`src/rtl/dcache_write_buffer.sv`:
```
// dcache_write_buffer
//   Posted-write line buffer between the d-cache memory port and the arbiter
//   d-port. Dirty evictions are absorbed into a small circular FIFO so the
//   cache sees a one-cycle write completion. Line reads that hit a buffered
//   entry are answered from the buffer. Line reads that miss go downstream
//   ahead of any pending drain. Buffered lines drain whenever the downstream
//   port is otherwise idle.
//
// Parameters
//   DEPTH         number of 256-bit entries (power of two, >= 2)
//
// Ports
//   clk, rst      clock; asynchronous active-low reset
//   mem_*         cache side: address/read/write/wdata in, rdata/resp out
//   pmem_*        arbiter side: address/read/write/wdata out, rdata/resp in
//   empty         nothing buffered and downstream FSM idle
//
// Optional build macro
//   DCACHE_WRITE_BUFFER_PERF_EN adds saturating counters read_hit_cnt,
//   full_stall_cnt and drain_cnt as extra outputs.
module dcache_write_buffer #(
    parameter int DEPTH = 2
) (
    input  logic         clk,
    input  logic         rst,
    input  logic [31:0]  mem_address,
    input  logic         mem_read,
    input  logic         mem_write,
    input  logic [255:0] mem_wdata,
    output logic [255:0] mem_rdata,
    output logic         mem_resp,
    output logic [31:0]  pmem_address,
    output logic         pmem_read,
    output logic         pmem_write,
    output logic [255:0] pmem_wdata,
    input  logic [255:0] pmem_rdata,
    input  logic         pmem_resp,
`ifdef DCACHE_WRITE_BUFFER_PERF_EN
    output logic [31:0]  read_hit_cnt,
    output logic [31:0]  full_stall_cnt,
    output logic [31:0]  drain_cnt,
`endif
    output logic         empty
);

    localparam int PW = (DEPTH > 1) ? $clog2(DEPTH) : 1;
    localparam int CW = $clog2(DEPTH + 1);

    localparam logic [1:0] S_IDLE  = 2'd0;
    localparam logic [1:0] S_READ  = 2'd1;
    localparam logic [1:0] S_DRAIN = 2'd2;

    logic [26:0]      tag_q  [DEPTH];
    logic [255:0]     line_q [DEPTH];
    logic [DEPTH-1:0] vld_q;
    logic [PW-1:0]    head_q, tail_q;
    logic [CW-1:0]    count_q;
    logic [1:0]       state_q;
    logic             rd_pend_q;
    logic [26:0]      rd_tag_q;

    logic [26:0]      req_tag;
    logic [DEPTH-1:0] hit_vec;
    logic             hit;
    logic [PW-1:0]    hit_idx;
    logic             unused_addr_lsb;

    assign req_tag         = mem_address[31:5];
    assign unused_addr_lsb = ^mem_address[4:0];

    for (genvar g = 0; g < DEPTH; g++) begin : g_match
        assign hit_vec[g] = vld_q[g] && (tag_q[g] == req_tag);
    end

    always_comb begin
        hit_idx = '0;
        for (int i = 0; i < DEPTH; i++)
            if (hit_vec[i]) hit_idx = PW'(i);
    end
    assign hit = |hit_vec;

    // The cycle carrying mem_resp still sees the previous request held high,
    // so it is ignored. A pending read miss also blocks new requests.
    logic req_ok, wr_req, rd_req, pop, head_busy, full;
    logic wr_coal, wr_alloc, full_stall, rd_hit, rd_miss;

    assign req_ok     = !mem_resp && !rd_pend_q;
    assign wr_req     = req_ok && mem_write;
    assign rd_req     = req_ok && mem_read && !mem_write;
    assign pop        = (state_q == S_DRAIN) && pmem_resp;
    // The head line is frozen while it is on the bus; a write to it waits
    // for the pop and then allocates a fresh entry.
    assign head_busy  = (state_q == S_DRAIN) && (hit_idx == head_q);
    assign full       = (count_q == CW'(DEPTH));
    assign wr_coal    = wr_req && hit && !head_busy;
    assign wr_alloc   = wr_req && !hit && !full;
    assign full_stall = wr_req && !hit && full;
    assign rd_hit     = rd_req && hit;
    assign rd_miss    = rd_req && !hit;

    always_ff @(posedge clk or negedge rst) begin
        if (!rst) begin
            for (int i = 0; i < DEPTH; i++) begin
                tag_q[i]  <= '0;
                line_q[i] <= '0;
            end
            vld_q     <= '0;
            head_q    <= '0;
            tail_q    <= '0;
            count_q   <= '0;
            state_q   <= S_IDLE;
            rd_pend_q <= 1'b0;
            rd_tag_q  <= '0;
            mem_rdata <= '0;
            mem_resp  <= 1'b0;
        end else begin
            mem_resp <= 1'b0;
            if (wr_coal) begin
                line_q[hit_idx] <= mem_wdata;
                mem_resp        <= 1'b1;
            end
            // Pop and allocate never touch the same slot: allocation needs a
            // free slot, pop needs an occupied one.
            if (pop) begin
                vld_q[head_q] <= 1'b0;
                head_q        <= head_q + PW'(1);
            end
            if (wr_alloc) begin
                tag_q[tail_q]  <= req_tag;
                line_q[tail_q] <= mem_wdata;
                vld_q[tail_q]  <= 1'b1;
                tail_q         <= tail_q + PW'(1);
                mem_resp       <= 1'b1;
            end
            count_q <= count_q + CW'(wr_alloc) - CW'(pop);

            if (rd_hit) begin
                mem_rdata <= line_q[hit_idx];
                mem_resp  <= 1'b1;
            end
            if (rd_miss) begin
                rd_pend_q <= 1'b1;
                rd_tag_q  <= req_tag;
            end

            case (state_q)
                S_IDLE: begin
                    if (rd_pend_q)         state_q <= S_READ;
                    else if (count_q != 0) state_q <= S_DRAIN;
                end
                S_READ: begin
                    if (pmem_resp) begin
                        mem_rdata <= pmem_rdata;
                        mem_resp  <= 1'b1;
                        rd_pend_q <= 1'b0;
                        state_q   <= S_IDLE;
                    end
                end
                S_DRAIN: begin
                    if (pmem_resp) state_q <= S_IDLE;
                end
                default: state_q <= S_IDLE;
            endcase
        end
    end

    always_comb begin
        pmem_read    = (state_q == S_READ);
        pmem_write   = (state_q == S_DRAIN);
        pmem_address = '0;
        pmem_wdata   = '0;
        if (state_q == S_READ) begin
            pmem_address = {rd_tag_q, 5'b0};
        end else if (state_q == S_DRAIN) begin
            pmem_address = {tag_q[head_q], 5'b0};
            pmem_wdata   = line_q[head_q];
        end
    end

    assign empty = (count_q == 0) && (state_q == S_IDLE);

`ifdef DCACHE_WRITE_BUFFER_PERF_EN
    always_ff @(posedge clk or negedge rst) begin
        if (!rst) begin
            read_hit_cnt   <= '0;
            full_stall_cnt <= '0;
            drain_cnt      <= '0;
        end else begin
            if (rd_hit && read_hit_cnt != '1)       read_hit_cnt   <= read_hit_cnt + 32'd1;
            if (full_stall && full_stall_cnt != '1) full_stall_cnt <= full_stall_cnt + 32'd1;
            if (pop && drain_cnt != '1)             drain_cnt      <= drain_cnt + 32'd1;
        end
    end
`endif

endmodule

```
`config.mk`:
```
export PLATFORM = sky130hd
export DESIGN_NAME = dcache_write_buffer
export DESIGN_NICKNAME = d
export VERILOG_FILES = /design/src/rtl/dcache_write_buffer.sv
export SDC_FILE = /design/constraint.sdc
export NUM_CORES = 2
export LEC_CHECK = 0
export CAP_MARGIN = 20
export CORE_AREA = 2 2 425 427
export DETAILED_ROUTE_END_ITERATION = 8
export DIE_AREA = 0 0 427 429
export PLACE_DENSITY = 0.57
export SLEW_MARGIN = 10
export SYNTH_ARGS = -nofsm -noshare
export SYNTH_HDL_FRONTEND = slang
export SYNTH_SLANG_ARGS = --single-unit
```
`constraint.sdc`:
```
create_clock -name clk -period 5 [get_ports clk]
set_input_delay 0.75 -clock clk [delete_from_list [all_inputs] [get_ports clk]]
set_output_delay 0.75 -clock clk [all_outputs]
set_load 0.02 [all_outputs]
```
==> impl_metrics.toml <==
[clock_network]
cts_resized = 0
cts_root_buf = "clkbuf_16"
cts_setup_buffers = 0
clk_latency_ns = 0.73
cts_buffers = 103
cts_sinks = 859
cts_tree = "built"
clkTransAtPathRegs_ns = 0.06
clock_path_buffers = 3
htree_levels = 3

[timing]
grt_setup_unrepaired = "false"
slew_viol_final = 0
timing.fmax_mhz = 234
relSlewSlack = 0.228
final_hold_viol_count = 0
finClkSkew_ns = 0.0217
setup_viol = 0
worstMarginPinSlew_ns = 1.16
setup_tns_ns = 0
fin_crit_ns = 4.28
fin_crit_sh = 0.856

[critical_path]
worstSetupPathType = "reg -> out"
max_stage_delay_ns = 0.94
worstPathCellList = "buf_4 -> mux2i_1 -> nor2_1 -> clkdlybuf4s50_1"
crit_arrival_ns = 3.53
critPathRequiredTime_ns = 4.25
cp_num_buf_inv = 2
cp-end-kind = "output port"
critical-path-slowest-cell = "dfrtp_4"
critical_path.top_delay_family = "buffers and inverters"
startpoint_type = "flop"
cp-startpoint = "head_q"
crit_path_max_fanout = 30
worstReg2RegStart = "tag_q[4]"

[drt]
drtPass1Iterations = 5
totalWireLength_um = 175000
vias = 35200
avgViaCountPerCell = 4.83
drc = 0
drtAntennaViolNets = 0
dr.first_iter.drc_count = 2392
wl_per_cell_um = 24.0

[yosys]
synth-seq-cells = 859
ys.warnings.count = 0
ys.flop_type = "dfrtp_1"
syn_avg_cell_area_um2 = 11.6
async_reset_ff_frac = 1.00
ys_types = 40
syn_area_mm2 = 0.0436
postSynthCellCount = 3774
ys_seq_area_frac = 0.493
synth_edf_count = 0

[global_route]
grt-ovfl-total = 0
grt_use_total = 0.184
grt_pass1_wl_um = 253000
grt_pass1_vias = 36100
grt_max_degree = 128
antenna_found_initial = 43

[place]
dp_hpwl_um = 125000
port_buffers = 1086
finalWeightedCongestion = 0.901
place_inst = 7060

[floorplan]
core_area_mm2 = 0.178
rows = 155
ios = 1097
start_util = 0.245
fp.dieW_um = 427
die_area_mm2 = 0.183
die_h_um = 429

[cells_and_area]
nets = 5365
layout_common_cells = "clkdlybuf4s50_1 (1,085), dfrtp_1 (858), mux2i_1 (540)"
fin_cells = 7283
final_common_cell = "clkdlybuf4s50_1"
drive_gt1_frac = 0.147
area_delta_synth_final_pct = 40.3
fill_cells = 17800

[job]
drv_cap = 0

[power_and_ir_drop]
peakVddDrop_uv = 301
leakage_nw = 25.1
cellPowerDensity_mw_per_mm2 = 580
total_power_mw = 35.5

[min_path]
min-delay-start = "rd_tag_q[0]"
hold_path_class = "reg -> reg"

[run_status]
status = "finished clean"
## registers in the layout, indices dropped and copies added, names as in the netlist
signal	count
vld_q	2
tail_q	1
count_q	2
line_q	512
state_q	2
mem_resp	1
head_q	1
tag_q	54
rd_pend_q	1
mem_rdata	256
rd_tag_q	27
## synth_stat cells (2+ instances only)
cell type | count | share of area
nor2_1 | 515 | 0.044
ha_1 | 5 | 0.0014
or4b_1 | 2 | 0.00046
o22a_1 | 2 | 0.00040
dfrtp_1 | 859 | 0.49
nand2_1 | 295 | 0.025
or4_1 | 3 | 0.00052
nand4_1 | 10 | 0.0014
o21ai_0 | 31 | 0.0036
mux2_2 | 153 | 0.040
nand4b_1 | 2 | 0.00040
buf_2 | 60 | 0.0069
a21oi_1 | 262 | 0.030
mux2_4 | 240 | 0.083
buf_6 | 27 | 0.0070
clkbuf_1 | 177 | 0.015
mux2_1 | 200 | 0.052
xnor2_1 | 33 | 0.0066
mux2i_1 | 540 | 0.12
o221ai_1 | 256 | 0.051
buf_1 | 33 | 0.0028
nand3_1 | 5 | 0.00057
or2_2 | 2 | 0.00029
xor2_1 | 24 | 0.0048
inv_1 | 7 | 0.00060
nor4_1 | 8 | 0.0011
nand2b_1 | 3 | 0.00043
nor2b_1 | 2 | 0.00029
buf_4 | 7 | 0.0012
## path summary, 6_finish.rpt
path / end / slack (ns) / depth (start not counted)
min in group asynchronous: line_q[50] / 0.59 / 2
max: pmem_wdata[8] / 0.72 / 4
max reg2reg: line_q[131] / 1.55 / 7
min: rd_tag_q[0] / 0.50 / 1
max in group asynchronous: line_q[19] / 3.03 / 4
min reg2reg: rd_tag_q[0] / 0.50 / 1
## timing repair
action	4_1_cts	5_1_grt
hold endpoints to repair	18	0
hold buffers	1	0
endpoints found under the setup margin	0	0
## metrics by stage
stage          cell area [um^2]   util  worst slack [ns]  hold slack (ns)
2_1_floorplan             43600      -              1.85            0.454
3_3_place_gp              57700  0.324             0.623            0.487
3_5_place_dp              57700  0.324             0.630            0.493
4_1_cts                   61100  0.343             0.655            0.506
5_1_grt                   61200  0.344             0.613            0.516
6_report                  61200  0.344             0.719            0.503
## power breakdown
| part | internal (mW) | switching, mW | total (mW) |
|---|---|---|---|
| Combinational | 7.75 | 8.15 | 15.9 |
| Sequential | 9.71 | 2.16 | 11.9 |
| Clock | 4.50 | 3.23 | 7.73 |
| Total | 22.0 | 13.5 | 35.5 |
## metal layers
layer / GRT usage / up-vias / wire length [um]
li1: - / 15700 / -
met1: 0.229 / 17900 / 71800
met2: 0.302 / 1299 / 84000
met3: 0.0453 / 287 / 12000
met4: 0.0791 / 18 / 6660
met5: 0 / - / 127
## cell families after synthesis
group / Yosys count / synth area share
muxes: 1133 / 0.298
buffers and inverters: 311 / 0.0337
AOI/OAI and AO/OA: 555 / 0.0863
and+or+nand+nor: 853 / 0.0764
xor gates and xnor gates: 57 / 0.0114
DFF: 859 / 0.493
other: 1 / 0.0000860
adders and majority gates: 5 / 0.00143
## worst reg2reg max path, cell delays in order, from the launching register on
cell	delay, ns
dfrtp_1	0.40
xnor2_1	0.25
nand4_1	0.18
or4_1	0.72
o22a_1	0.34
a32o_4	0.64
buf_12	0.41
mux2_4	0.39
## final cells by class
class | count | area, um^2 | share of cell area
timing repair buffer | 1232 | 12500 | 0.204
inverter | 7 | 26.3 | 0.000429
clock inverter | 36 | 369 | 0.00603
multi-input combinational | 2608 | 20700 | 0.339
tap | 2355 | 2950 | 0.0482
clock buffer | 152 | 3030 | 0.0496
antenna | 34 | 85.1 | 0.00139
sequential | 859 | 21500 | 0.351
(Power assumes the default switching activity.)
